**config.mk**
```make
export PLATFORM = sky130hd
export DESIGN_NAME = sysid_probe_master_flat
export DESIGN_NICKNAME = d
export VERILOG_FILES = /design/src/rtl/sysid_probe_master_if.sv /design/src/rtl/sysid_probe_master.sv /design/src/flat_wrapper.sv
export SDC_FILE = /design/constraint.sdc
export NUM_CORES = 1
export LEC_CHECK = 0
export CELL_PAD_IN_SITES_DETAIL_PLACEMENT = 1
export CELL_PAD_IN_SITES_GLOBAL_PLACEMENT = 2
export CORE_UTILIZATION = 29
export CTS_BUF_LIST = sky130_fd_sc_hd__clkbuf_16
export CTS_CLUSTER_SIZE = 25
export DETAILED_ROUTE_END_ITERATION = 8
export PLACE_DENSITY_LB_ADDON = 0.12
export SLEW_MARGIN = 20
export SYNTH_ARGS = -nofsm -noshare
export SYNTH_HDL_FRONTEND = slang
export SYNTH_SLANG_ARGS = --single-unit
```
**constraint.sdc**
```tcl
create_clock -name clock -period 2.63 [get_ports clock]
set_clock_uncertainty 0.2 [all_clocks]
set_input_delay 0.6575 -clock clock [delete_from_list [all_inputs] [get_ports clock]]
set_output_delay 0.6575 -clock clock [all_outputs]
set_load 0.02 [all_outputs]
```
**src/rtl/sysid_probe_master_if.sv**
```systemverilog
// Avalon-MM read-only bus between the system-ID probe master and its responder.
interface sysid_probe_master_if;
  logic [31:0] avm_address;
  logic        avm_read;
  logic        avm_waitrequest;
  logic [31:0] avm_readdata;
  logic        avm_readdatavalid;

  modport master (
    output avm_address, avm_read,
    input  avm_waitrequest, avm_readdata, avm_readdatavalid
  );

  modport slave (
    input  avm_address, avm_read,
    output avm_waitrequest, avm_readdata, avm_readdatavalid
  );
endinterface

```
**src/rtl/sysid_probe_master.sv**
```systemverilog
// Reads the system-ID word and build timestamp over Avalon-MM and flags whether
// they match the values this image was built against, with a per-read timeout.
module sysid_probe_master #(
  parameter logic [31:0] EXPECTED_ID        = 32'd0,
  parameter logic [31:0] EXPECTED_TIMESTAMP = 32'd1490707641,
  parameter logic [31:0] BASE_ADDR          = 32'h0000_0000,
  parameter int unsigned TIMEOUT_CYCLES     = 1024,
  parameter bit          AUTO_START         = 1'b1
) (
  input  logic                 clock,
  input  logic                 reset_n,
  input  logic                 start,
  output logic                 busy,
  output logic                 done,
  output logic                 id_ok,
  output logic                 ts_ok,
  output logic                 timeout,
  output logic [31:0]          id_value,
  output logic [31:0]          ts_value,
  sysid_probe_master_if.master avm
);

  typedef enum logic [2:0] {
    S_IDLE, S_RD_ID, S_WAIT_ID, S_RD_TS, S_WAIT_TS, S_DONE
  } state_t;

  localparam logic [15:0] TMO_LAST = 16'(TIMEOUT_CYCLES - 1);

  state_t      r_state, w_next;
  logic [15:0] r_cnt;
  logic        r_auto, r_done, r_id_ok, r_ts_ok, r_timeout;
  logic [31:0] r_id_value, r_ts_value;
  logic        w_busy, w_read;
  logic [31:0] w_addr;
  logic        w_accept, w_cap_id, w_cap_ts, w_tmo, w_launch;

  // Zero-latency responders return data in the acceptance cycle itself.
  assign w_accept = w_read && !avm.avm_waitrequest;
  assign w_cap_id = avm.avm_readdatavalid &&
                    ((r_state == S_RD_ID && w_accept) || r_state == S_WAIT_ID);
  assign w_cap_ts = avm.avm_readdatavalid &&
                    ((r_state == S_RD_TS && w_accept) || r_state == S_WAIT_TS);
  assign w_tmo    = w_busy && (r_cnt == TMO_LAST) && !w_cap_id && !w_cap_ts;
  assign w_launch = (r_state == S_IDLE) && (start || r_auto);

  always_ff @(posedge clock or negedge reset_n) begin
    if (!reset_n) r_state <= S_IDLE;
    else          r_state <= w_next;
  end

  always_comb begin
    w_next = r_state;
    unique case (r_state)
      S_IDLE:    if (w_launch) w_next = S_RD_ID;
      S_RD_ID:   if (w_cap_id) w_next = S_RD_TS;
                 else if (w_tmo) w_next = S_DONE;
                 else if (w_accept) w_next = S_WAIT_ID;
      S_WAIT_ID: if (w_cap_id) w_next = S_RD_TS;
                 else if (w_tmo) w_next = S_DONE;
      S_RD_TS:   if (w_cap_ts || w_tmo) w_next = S_DONE;
                 else if (w_accept) w_next = S_WAIT_TS;
      S_WAIT_TS: if (w_cap_ts || w_tmo) w_next = S_DONE;
      S_DONE:    w_next = S_IDLE;
      default:   w_next = S_IDLE;
    endcase
  end

  always_comb begin
    w_busy = 1'b0;
    w_read = 1'b0;
    w_addr = '0;
    unique case (r_state)
      S_RD_ID:   begin w_busy = 1'b1; w_read = 1'b1; w_addr = BASE_ADDR; end
      S_WAIT_ID: w_busy = 1'b1;
      S_RD_TS:   begin w_busy = 1'b1; w_read = 1'b1; w_addr = BASE_ADDR + 32'd4; end
      S_WAIT_TS: w_busy = 1'b1;
      default:   ;
    endcase
  end

  // Counter restarts on entry to each read phase so each word gets a full budget.
  always_ff @(posedge clock or negedge reset_n) begin
    if (!reset_n)
      r_cnt <= '0;
    else if ((w_next == S_RD_ID || w_next == S_RD_TS) && w_next != r_state)
      r_cnt <= '0;
    else if (w_busy)
      r_cnt <= r_cnt + 16'd1;
  end

  always_ff @(posedge clock or negedge reset_n) begin
    if (!reset_n) begin
      r_auto     <= AUTO_START;
      r_done     <= 1'b0;
      r_id_ok    <= 1'b0;
      r_ts_ok    <= 1'b0;
      r_timeout  <= 1'b0;
      r_id_value <= '0;
      r_ts_value <= '0;
    end else begin
      if (w_launch) begin
        r_auto    <= 1'b0;
        r_done    <= 1'b0;
        r_id_ok   <= 1'b0;
        r_ts_ok   <= 1'b0;
        r_timeout <= 1'b0;
      end
      if (w_cap_id) begin
        r_id_value <= avm.avm_readdata;
        r_id_ok    <= (avm.avm_readdata == EXPECTED_ID);
      end
      if (w_cap_ts) begin
        r_ts_value <= avm.avm_readdata;
        r_ts_ok    <= (avm.avm_readdata == EXPECTED_TIMESTAMP);
      end
      if (w_tmo)            r_timeout <= 1'b1;
      if (w_next == S_DONE) r_done    <= 1'b1;
    end
  end

  assign busy            = w_busy;
  assign done            = r_done;
  assign id_ok           = r_id_ok;
  assign ts_ok           = r_ts_ok;
  assign timeout         = r_timeout;
  assign id_value        = r_id_value;
  assign ts_value        = r_ts_value;
  assign avm.avm_read    = w_read;
  assign avm.avm_address = w_addr;

endmodule
```
**src/flat_wrapper.sv**
```systemverilog
// flat-port wrapper written by rule: the top's interface ports become plain ports
module sysid_probe_master_flat 
#(
  parameter logic [31:0] EXPECTED_ID        = 32'd0,
  parameter logic [31:0] EXPECTED_TIMESTAMP = 32'd1490707641,
  parameter logic [31:0] BASE_ADDR          = 32'h0000_0000,
  parameter int unsigned TIMEOUT_CYCLES     = 1024,
  parameter bit          AUTO_START         = 1'b1
)
  (clock, reset_n, start, busy, done, id_ok, ts_ok, timeout, id_value, ts_value, avm_avm_address, avm_avm_read, avm_avm_waitrequest, avm_avm_readdata, avm_avm_readdatavalid);
  sysid_probe_master_if avm_i ();
  input  logic clock;
  input  logic reset_n;
  input  logic start;
  output logic busy;
  output logic done;
  output logic id_ok;
  output logic ts_ok;
  output logic timeout;
  output logic [31:0] id_value;
  output logic [31:0] ts_value;
  output wire logic [$bits(avm_i.avm_address)-1:0] avm_avm_address;
  output wire logic [$bits(avm_i.avm_read)-1:0] avm_avm_read;
  input wire logic [$bits(avm_i.avm_waitrequest)-1:0] avm_avm_waitrequest;
  input wire logic [$bits(avm_i.avm_readdata)-1:0] avm_avm_readdata;
  input wire logic [$bits(avm_i.avm_readdatavalid)-1:0] avm_avm_readdatavalid;
  assign avm_avm_address = avm_i.avm_address;
  assign avm_avm_read = avm_i.avm_read;
  assign avm_i.avm_waitrequest = avm_avm_waitrequest;
  assign avm_i.avm_readdata = avm_avm_readdata;
  assign avm_i.avm_readdatavalid = avm_avm_readdatavalid;
  sysid_probe_master #(.EXPECTED_ID(EXPECTED_ID), .EXPECTED_TIMESTAMP(EXPECTED_TIMESTAMP), .BASE_ADDR(BASE_ADDR), .TIMEOUT_CYCLES(TIMEOUT_CYCLES), .AUTO_START(AUTO_START)) u_core (.clock(clock), .reset_n(reset_n), .start(start), .busy(busy), .done(done), .id_ok(id_ok), .ts_ok(ts_ok), .timeout(timeout), .id_value(id_value), .ts_value(ts_value), .avm(avm_i));
endmodule
```
-- Word level (Yosys, flattened, before mapping)
Index checks and enable logic that the tools add are counted.
- register bits: 88
- output and inout bits: 102
- input port bits: 37
- word-level logic and storage cells: 67
- reduce and logical (&&, ||, !) cells: 27
- equal/unequal tests: 10
- muxes and demuxes: 20
- add/sub/neg operators: 1
- operators by type and width (operator ; count):
    32-bit by 31-bit == test with 1-bit output, second input constant ; 1
    32-bit zero test ; 1
    16-bit two-way mux ; 2
    3-bit two-way mux ; 10
    16-bit by 1-bit adder with 16-bit output, second input constant ; 1
    16-bit by 10-bit == test with 1-bit output, second input constant ; 1
    3-bit one-hot mux with 5 select lines ; 1
    1-bit logical AND ; 10
    2-bit nonzero test ; 5
    3-bit by 2-bit == test with 1-bit output, second input constant ; 3
    1-bit two-way mux ; 7
    3-bit by 1-bit == test with 1-bit output, second input constant ; 2
    3-bit == test, second input constant ; 2
    1-bit logical OR ; 5
    4-bit OR reduction ; 1
    1-bit zero test ; 3
    3-bit zero test ; 1
    3-bit != test ; 1
    2-bit OR reduction ; 1

-- Depth between registers and ports, before layout
Gate-level depths: netlist (run 1).
- depth in word-level cells: 17
- depth in mapped cells: 6
- mapped depth without buffers: 5

-- Worst setup path before layout (run 1)
OpenSTA, ideal clock, no wires.
- path type: input port to flip-flop
- from: input port avm_avm_waitrequest
- to: register u_core.r_ts_value[26], in the netlist u_core.ts_value[26]
- path slack: 559 ps
- stages on the path: 4
- required time: 2305 ps
- setup time: 125 ps
- arrival: 1746 ps
- cells stage by stage: nor4bb_1 > o21ai_2 > clkbuf_1 > mux2_2
- cells in the longest elaborated chain, start to end: 5
- RTL lines (element ; RTL line ; text):
    start: declaration ; flat_wrapper.sv:24 ; input wire logic [$bits(avm_i.avm_waitrequest)-1:0] avm_avm_waitrequest;
    1-bit zero test ; sysid_probe_master.sv:38 ; assign w_accept = w_read && !avm.avm_waitrequest;
    1-bit logical AND ; sysid_probe_master.sv:38 ;
    1-bit logical AND ; sysid_probe_master.sv:42 ; ((r_state == S_RD_TS && w_accept) || r_state == S_WAIT_TS);
    1-bit logical OR ; sysid_probe_master.sv:42 ;
    1-bit logical AND ; sysid_probe_master.sv:41 ; assign w_cap_ts = avm.avm_readdatavalid &&
    end signal: assignment ; sysid_probe_master.sv:113 ; r_ts_value <= avm.avm_readdata;
    end: declaration ; sysid_probe_master.sv:32 ; logic [31:0] r_id_value, r_ts_value;
Every way passes these cells.
A chain may end at the register's enable or synchronous reset.

-- Worst setup path in the final report (run 1)
- from: register u_core.r_state[0]
- to: output port busy
- cells in the longest elaborated chain, start to end: 3
- elaborated cells between the ends (all ways): 6
- classes of those cells: eq/ne (4); mux (1); reduce/logical (1)
- RTL lines (element ; RTL line ; text):
    start: declaration ; sysid_probe_master.sv:29 ; state_t r_state, w_next;
    start signal: assignment ; sysid_probe_master.sv:48 ; else r_state <= w_next;
    3-bit == test, or another cell as far along ; sysid_probe_master.sv:72 ; unique case (r_state)
    4-bit OR reduction (no line) * ; n/a ;
    1-bit two-way mux * ; sysid_probe_master.sv:72 ;
    end: declaration ; flat_wrapper.sv:15 ; output logic busy;
Mark *: on every way between the ends. The rest lies on a longest branch, timed or not.

==> out/metrics.cfg, run 1 <==
[place]
post-dp-hpwl_mm = 7.68
dp_cells = 601
place_area_um2 = 5250
detailedPlace.worstSlack_ns = -0.0511
io_buffers = 107
place.gp.congestion = 0.703

[timing]
worst_hold_slack_ns = 0.108
fin_crit_sh_pct = 95.5
finalCriticalPeriod_ns = 2.51
finalHoldViolCount = 0
relSlewSlack_pct = 59.1
tightest_slew_ns = 0.606
finalMaxSlewViolations = 0
rsz0062_at_grt = no
max_freq_mhz = 398
setup_viol = 0
fin_ws_ns = 0.118

[route]
remaining_drc_errors = 0
drtIter0Drc = 90
vias_per_cell = 4.68
first_pass_iters = 4
wl_per_cell_um = 16.8
wirelength_mm = 10.4
drtAntennaViolNets = 0
vias = 2895

[layout]
drive_gt1_share_pct = 23.5
syn_to_final_growth_pct = 39.2
instances_no_fill = 619
nets = 476
final_common_cell = clkdlybuf4s50_1
antennaDiodeCount = 0
layout_common_cells = clkdlybuf4s50_1 (104), dfrtp_1 (85), mux2_2 (64)
finalInstanceArea_um2 = 5540

[setup_path]
rrSetupSlack_ns = 0.36
reg2reg_to = u_core.r_cnt[15]$_DFFE_PN0P_
path_cells = buf_4 > o21a_4 > nor2_1 > dlygate4sd2_1
critPathSlowestCell = dfrtp_2
cp-start-kind = flop
worstPathArrival_ns = 1.65
crit_path_max_fanout = 9
path_class = flop to output pin
reg2regPathDepth = 5
end_kind = output pin
critPathMaxStageDelay_ns = 0.45
required_ns = 1.77
rr_startpoint = u_core.r_state[0]$_DFF_PN0_

[floorplan]
row_count = 42
die_w_um = 119
start_util_pct = 29.9
boundaryPins = 139
die_area_um2 = 14200
die_h_um = 119
core-area_um2 = 13300

[logic_synthesis]
syn_avg_cell_area_um2 = 12.6
async_flop_share_pct = 100
synth_edf_count = 0
yosys_warnings = 0
syn_inst = 317
synthFlopType = dfrtp_1
netlist_area_um2 = 3980
seq_area_frac_synth_pct = 55.4
synth_seq_cells = 88
yosys.cell_types.count = 40

[global_route]
gr-total-overflow = 0
grt_pass1_vias = 3115
grt_usage_pct = 15.8
antenna_found_initial = 0
grt_pass1_wl_mm = 17.2
grt_max_degree = 41

[clocking]
numCtsBuffers = 9
clk_pin_slew_worst_paths_ns = 0.06
h-tree-depth = 3
cts_root_buf = clkbuf_16
ctsLongestPathBuffers = 2
clock_sinks = 88
cts_tree = yes
clk_latency_ns = 0.34

[pwr]
ir_drop_mv = 0.419
fin_total_pwr_w = 0.00659
power_density_nw_per_um2 = 1190
power_frac_clock_pct = 17.6
p_leak_nw = 2.32
internal-power_w = 0.00420
p_seq_share_pct = 34.1
netSwitchingFraction_pct = 36.3
p_sw_w = 0.00239
combPwrFrac_pct = 48.3

[status]
status = completed

[hold_path]
hp-class = input port to async pin

[job]
maxCapViolCount = 0

==> metal layers <==
layer  wire length [µm]  vias to the layer above  share of wire (%)  global-route usage (%)
met5                  0                        -                  0                       0
met4                166                        0                1.6                    6.41
met3                686                       11                6.6                    5.27
met2               5050                       72                 48                    25.0
met1               4510                     1483                 43                    19.6
li1                   -                     1329                  -                       -
==> worst max-delay path, delay by kind of cell, from the launching register on <==
family	cells	cell delay, ns
and+or+nand+nor	1	0.12
buffers and inverters	2	0.50
DFF	1	0.45
AOI/OAI and AO/OA	1	0.24
==> stage by stage <==
step                TNS (ns)  util, %
floorplan                  0        -
global placement      -0.415     39.5
detailed placement     -1.26     39.5
CTS                        0     41.5
global route               0     41.7
finish                     0     41.7
==> cell families after synthesis <==
| logic type | Yosys count | share of synthesized area [%] |
|---|---|---|
| flops | 88 | 55.4 |
| simple gates | 81 | 12.0 |
| mux | 64 | 18.1 |
| buf+inv | 47 | 7.89 |
| compound gates | 29 | 4.84 |
| xor+xnor | 6 | 1.32 |
| fa+ha+maj | 1 | 0.314 |
| other cells | 1 | 0.0942 |
==> sequential cells by signal, summed over array words and instances (netlist names) <==
name and count:
u_core.id_value 32, u_core.r_auto 1, u_core.r_state 3, u_core.done 1
u_core.ts_value 32, u_core.r_cnt 16, u_core.timeout 1, u_core.ts_ok 1
u_core.id_ok 1
==> timing repair <==
action                                  4_1_cts  5_1_grt
endpoints found under the setup margin        2        1
buffers inserted                              0        2
hold buffers                                  0        0
gates resized for setup                       3        2
==> power groups by stage <==
| stage | logic, W | clock network (W) | registers, W |
|---|---|---|---|
| 5_1_grt | 0.00339 | 0.00126 | 0.00232 |
| 3_5_place_dp | 0.00321 | 0 | 0.00226 |
| 2_1_floorplan | 0.00110 | 0 | 0.00282 |
| 4_1_cts | 0.00321 | 0.00121 | 0.00226 |
| 3_3_place_gp | 0.00318 | 0 | 0.00225 |
| 6_report | 0.00318 | 0.00116 | 0.00224 |
==> final cells by class <==
type | count | area, µm²
multi-input cells | 212 | 1590
well taps | 176 | 220
fillers | 1449 | 7760
inverters | 4 | 15.0
clock buffers | 9 | 225
flip-flops and latches | 88 | 2210
repair buffers | 123 | 1240
clock inverters | 7 | 40.0
==> how the worst max path moves through the flow <==
stage	start	end	slack [ns]	depth (start not counted)
after CTS	u_core.r_state[2]$_DFF_PN0_	avm_avm_address[2]	0.005	3
final	u_core.r_state[0]$_DFF_PN0_	busy	0.12	4
after floorplan	avm_avm_waitrequest	u_core.ts_value[26]$_DFFE_PN0P_	0.56	4
after global placement	avm_avm_waitrequest	u_core.ts_value[1]$_DFFE_PN0P_	-0.02	5
after detailed placement	avm_avm_waitrequest	u_core.ts_value[6]$_DFFE_PN0P_	-0.05	5
after global routing	u_core.r_state[0]$_DFF_PN0_	busy	0.03	4
==> synthesized netlist by cell type, types with 4 or more instances <==
master	n	area, µm²
inv_1	4	15.0
o31ai_1	8	60.1
nand2_1	10	37.5
nor3_1	5	25.0
nor4_1	9	56.3
buf_2	8	40.0
or3_1	5	31.3
or4_1	9	67.6
dfrtp_1	87	2180
a21oi_1	10	50.1
nor2_1	9	33.8
buf_4	32	240
o21ai_0	5	25.0
xnor2_1	4	35.0
nand4_1	9	56.3
mux2_2	64	721
nand3_1	10	50.1
(Power assumes the default switching activity.)
==> inputs of run 2 (changes only) <==
- REMOVE_ABC_BUFFERS: default -> 1
==> out/metrics.cfg, run 2 (synthesized netlist as in run 1, its figures left out) <==
[timing]
worst_hold_slack_ns = 0.0867
fin_crit_sh_pct = 93.1
fin_tns_setup_ns = 0
finalHoldViolCount = 0
finalCriticalPeriod_ns = 2.45
relSlewSlack_pct = 61.4
max_freq_mhz = 408
tightest_slew_ns = 0.571
setup_viol = 0
fin_ws_ns = 0.182
rsz0062_at_grt = no
finalMaxSlewViolations = 0

[place]
detailedPlace.worstSlack_ns = -0.0349
dp_cells = 598
place.gp.congestion = 0.717
post-dp-hpwl_mm = 7.29
io_buffers = 107

[route]
drtIter0Drc = 77
wirelength_mm = 10.2
first_pass_iters = 3
drtAntennaViolNets = 0
vias_per_cell = 4.66
wl_per_cell_um = 16.6
vias = 2862
remaining_drc_errors = 0

[pwr]
ir_drop_mv = 0.430
power_density_nw_per_um2 = 1200
p_leak_nw = 2.30

[clocking]
hold_buffers = 0
cts_setup_buffers = 0
clk_pin_slew_worst_paths_ns = 0.06
cts_tree = yes
ctsLongestPathBuffers = 2
cts_root_buf = clkbuf_16
clk_latency_ns = 0.34
h-tree-depth = 3
numCtsBuffers = 9
clock_sinks = 88

[floorplan]
start_util_pct = 29.9
boundaryPins = 139
die_area_um2 = 14200
row_count = 42
die_w_um = 119
die_h_um = 119
core-area_um2 = 13300

[layout]
n_fill_cell = 1418
drive_gt1_share_pct = 21.7
layout_common_cells = clkdlybuf4s50_1 (103), dfrtp_1 (87), mux2_2 (64)
syn_to_final_growth_pct = 38.1
register_area_um2 = 2200
postLayoutCoreUtil_pct = 41.3
final_common_cell = clkdlybuf4s50_1
instances_no_fill = 614
multiInputGateArea_um2 = 1590
nets = 471
antennaDiodeCount = 0

[setup_path]
startpoint = u_core.r_state[1]$_DFF_PN0_
required_ns = 1.77
end_kind = output pin
crit_path_max_fanout = 7
worstPathArrival_ns = 1.59
rr_startpoint = u_core.r_state[1]$_DFF_PN0_
path_class = flop to output pin
cp-start-kind = flop

[global_route]
grt_pass1_wl_mm = 16.7
grt_usage_pct = 15.5
antenna_found_initial = 0
grt_pass1_vias = 3085
gr-total-overflow = 0
grt_max_degree = 38

[job]
maxCapViolCount = 0

[status]
status = completed

[hold_path]
hp-class = input port to async pin

[run 2: through the flow]
| step | cell area [µm²] | total power, W |
|---|---|---|
| finish | 5490 | 0.00657 |
| global route | 5490 | 0.00697 |
| CTS | 5490 | 0.00670 |
| detailed placement | 5230 | 0.00549 |
| global placement | 5230 | 0.00545 |
| floorplan | 3790 | 0.00382 |
[run 2: critical path, stage by stage (launching register included)]
cell	delay, ns
dfrtp_1	0.44
buf_4	0.18
nor3_2	0.20
nor2_1	0.11
dlygate4sd2_1	0.33
[run 2: worst paths after layout]
kind                                             endpoint  slack (ns)  cells past startpoint
max                                                  busy        0.18                      4
min                           u_core.r_cnt[2]$_DFFE_PN0P_        0.09                      1
max reg2reg                  u_core.r_cnt[15]$_DFFE_PN0P_        0.37                      6
min reg2reg                     u_core.r_auto$_DFFE_PN1P_        0.29                      1
max in group asynchronous  u_core.id_value[8]$_DFFE_PN0P_        1.52                      2
min in group clock              u_core.r_auto$_DFFE_PN1P_        0.29                      1
[run 2: report_power, final]
group	switching [W]	leakage, nW	internal [W]
registers	0.000310	1.09	0.00191
clock network	0.000535	0.133	0.000632
logic	0.00154	1.08	0.00164
[run 2: cell type report]
class                   instances  share of cell area (%)
clock buffers                   9                    4.10
inverters                       4                   0.273
clock inverters                 7                   0.729
multi-input cells             212                    28.9
well taps                     176                    4.01
repair buffers                118                    21.9
flip-flops and latches         88                    40.1
[run 2: per-layer routing]
layer  routed length (µm)  track usage, %  vias to the layer above
li1                     -               -                     1321
met1                 4480            19.2                     1439
met2                 4710            23.9                       90
met3                  817            5.99                       12
met4                  168            6.41                        0
met5                    0               0                        -
[run 2: repair_timing]
action,CTS,global route
setup endpoints to repair,2,1
cloned,0,0
resized for setup,2,1
==> inputs of run 3 (changes only) <==
- CORE_MARGIN: default -> 2
==> out/metrics.cfg, run 3 (synthesized netlist as in run 1, its figures left out) <==
[place]
io_buffers = 107
place.gp.congestion = 0.710
place_area_um2 = 5240
detailedPlace.worstSlack_ns = -0.0262
post-dp-hpwl_mm = 7.53
dp_cells = 599

[clocking]
numCtsBuffers = 9
h-tree-depth = 3
cts_root_buf = clkbuf_16
cts_tree = yes
ctsLongestPathBuffers = 2
cts_setup_buffers = 0
clk_pin_slew_worst_paths_ns = 0.06
clock_sinks = 88
clk_latency_ns = 0.34

[setup_path]
path_class = flop to output pin
critPathMaxStageDelay_ns = 0.48
worstPathArrival_ns = 1.59
end_kind = output pin
required_ns = 1.77
critPathSlowestCell = dfrtp_1
path_cells = o21a_4 > nor2_1 > dlygate4sd2_1
crit_path_max_fanout = 10
cp-start-kind = flop

[global_route]
antenna_found_initial = 0
grt_pass1_vias = 3138
gr-total-overflow = 0
grt_pass1_wl_mm = 17.3
grt_usage_pct = 15.3
grt_max_degree = 57

[timing]
tightest_slew_ns = 0.593
worst_hold_slack_ns = 0.300
finalMaxSlewViolations = 0
finalCriticalPeriod_ns = 2.45
rsz0062_at_grt = no
max_freq_mhz = 408
fin_ws_ns = 0.179
relSlewSlack_pct = 59.9
setup_viol = 0
fin_crit_sh_pct = 93.2
finalHoldViolCount = 0
fin_tns_setup_ns = 0

[route]
wirelength_mm = 10.6
wl_per_cell_um = 17.1
vias_per_cell = 4.68
drtAntennaViolNets = 0
first_pass_iters = 4
drtIter0Drc = 113
remaining_drc_errors = 0
vias = 2884

[floorplan]
boundaryPins = 139
die_w_um = 121
row_count = 42
core-area_um2 = 13300
die_area_um2 = 14700
die_h_um = 121
start_util_pct = 29.9

[pwr]
power_density_nw_per_um2 = 1200
ir_drop_mv = 0.506
p_leak_nw = 2.33

[job]
maxCapViolCount = 0

[layout]
final_common_cell = clkdlybuf4s50_1
instances_no_fill = 616
n_fill_cell = 1427
nets = 473
drive_gt1_share_pct = 21.8
layout_common_cells = clkdlybuf4s50_1 (103), dfrtp_1 (86), mux2_2 (64)
finalInstanceArea_um2 = 5530
syn_to_final_growth_pct = 39.0
antennaDiodeCount = 0

[status]
status = completed

[hold_path]
hp-class = flop to flop

-- run 3: final cells by class --
cell class / instances / area (µm²) / share of cell area (%)
Timing Repair Buffer: 120 / 1220 / 22.0
Clock inverter: 7 / 57.6 / 1.04
Multi-Input combinational cell: 212 / 1590 / 28.7
Clock buffer: 9 / 225 / 4.07
Sequential cell: 88 / 2200 / 39.9
Tap cell: 176 / 220 / 3.98
Inverter: 4 / 15.0 / 0.271
-- run 3: what timing repair did --
action | 4_1_cts | 5_1_grt
gates resized for setup | 3 | 1
setup endpoints to repair | 2 | 1
hold buffers | 1 | 0
hold endpoints to repair | 1 | 0
-- run 3: routing by layer --
layer,share of wire [%],wire length (µm),up-vias,GRT usage [%]
li1,-,-,1319,-
met1,44,4690,1448,20.0
met2,45,4780,105,22.9
met3,8.8,924,12,5.78
met4,1.6,166,0,5.82
met5,0,0,-,0
-- run 3: critical path: cells and delay by family (launching register included) --
family	cells	cell delay, ns
AO/OA/AOI/OAI	1	0.28
AND/OR/NAND/NOR	1	0.14
flip-flops	1	0.48
buffers and inverters	1	0.35
-- run 3: where the power goes --
group | total [W] | switching [W] | internal [W]
clock | 0.00124 | 0.000522 | 0.000721
combinational | 0.00315 | 0.00152 | 0.00162
sequential | 0.00225 | 0.000338 | 0.00191
total | 0.00664 | 0.00238 | 0.00425
-- run 3: worst paths after layout --
check / startpoint / endpoint / slack (ns) / depth (start not counted)
max: u_core.r_state[1]$_DFF_PN0_ / busy / 0.18 / 3
min: u_core.r_auto$_DFFE_PN1P_ / u_core.r_auto$_DFFE_PN1P_ / 0.30 / 1
max reg2reg: u_core.r_state[1]$_DFF_PN0_ / u_core.r_cnt[15]$_DFFE_PN0P_ / 0.40 / 5
min reg2reg: u_core.r_auto$_DFFE_PN1P_ / u_core.r_auto$_DFFE_PN1P_ / 0.30 / 1
max in group asynchronous: reset_n / u_core.ts_value[17]$_DFFE_PN0P_ / 1.19 / 3
min in group asynchronous: reset_n / u_core.r_state[1]$_DFF_PN0_ / 0.45 / 2
-- run 3: metrics by stage --
stage	util, %	power, W
3_3_place_gp	39.4	0.00543
2_1_floorplan	-	0.00382
6_report	41.6	0.00664
3_5_place_dp	39.4	0.00547
4_1_cts	41.6	0.00676
5_1_grt	41.6	0.00706
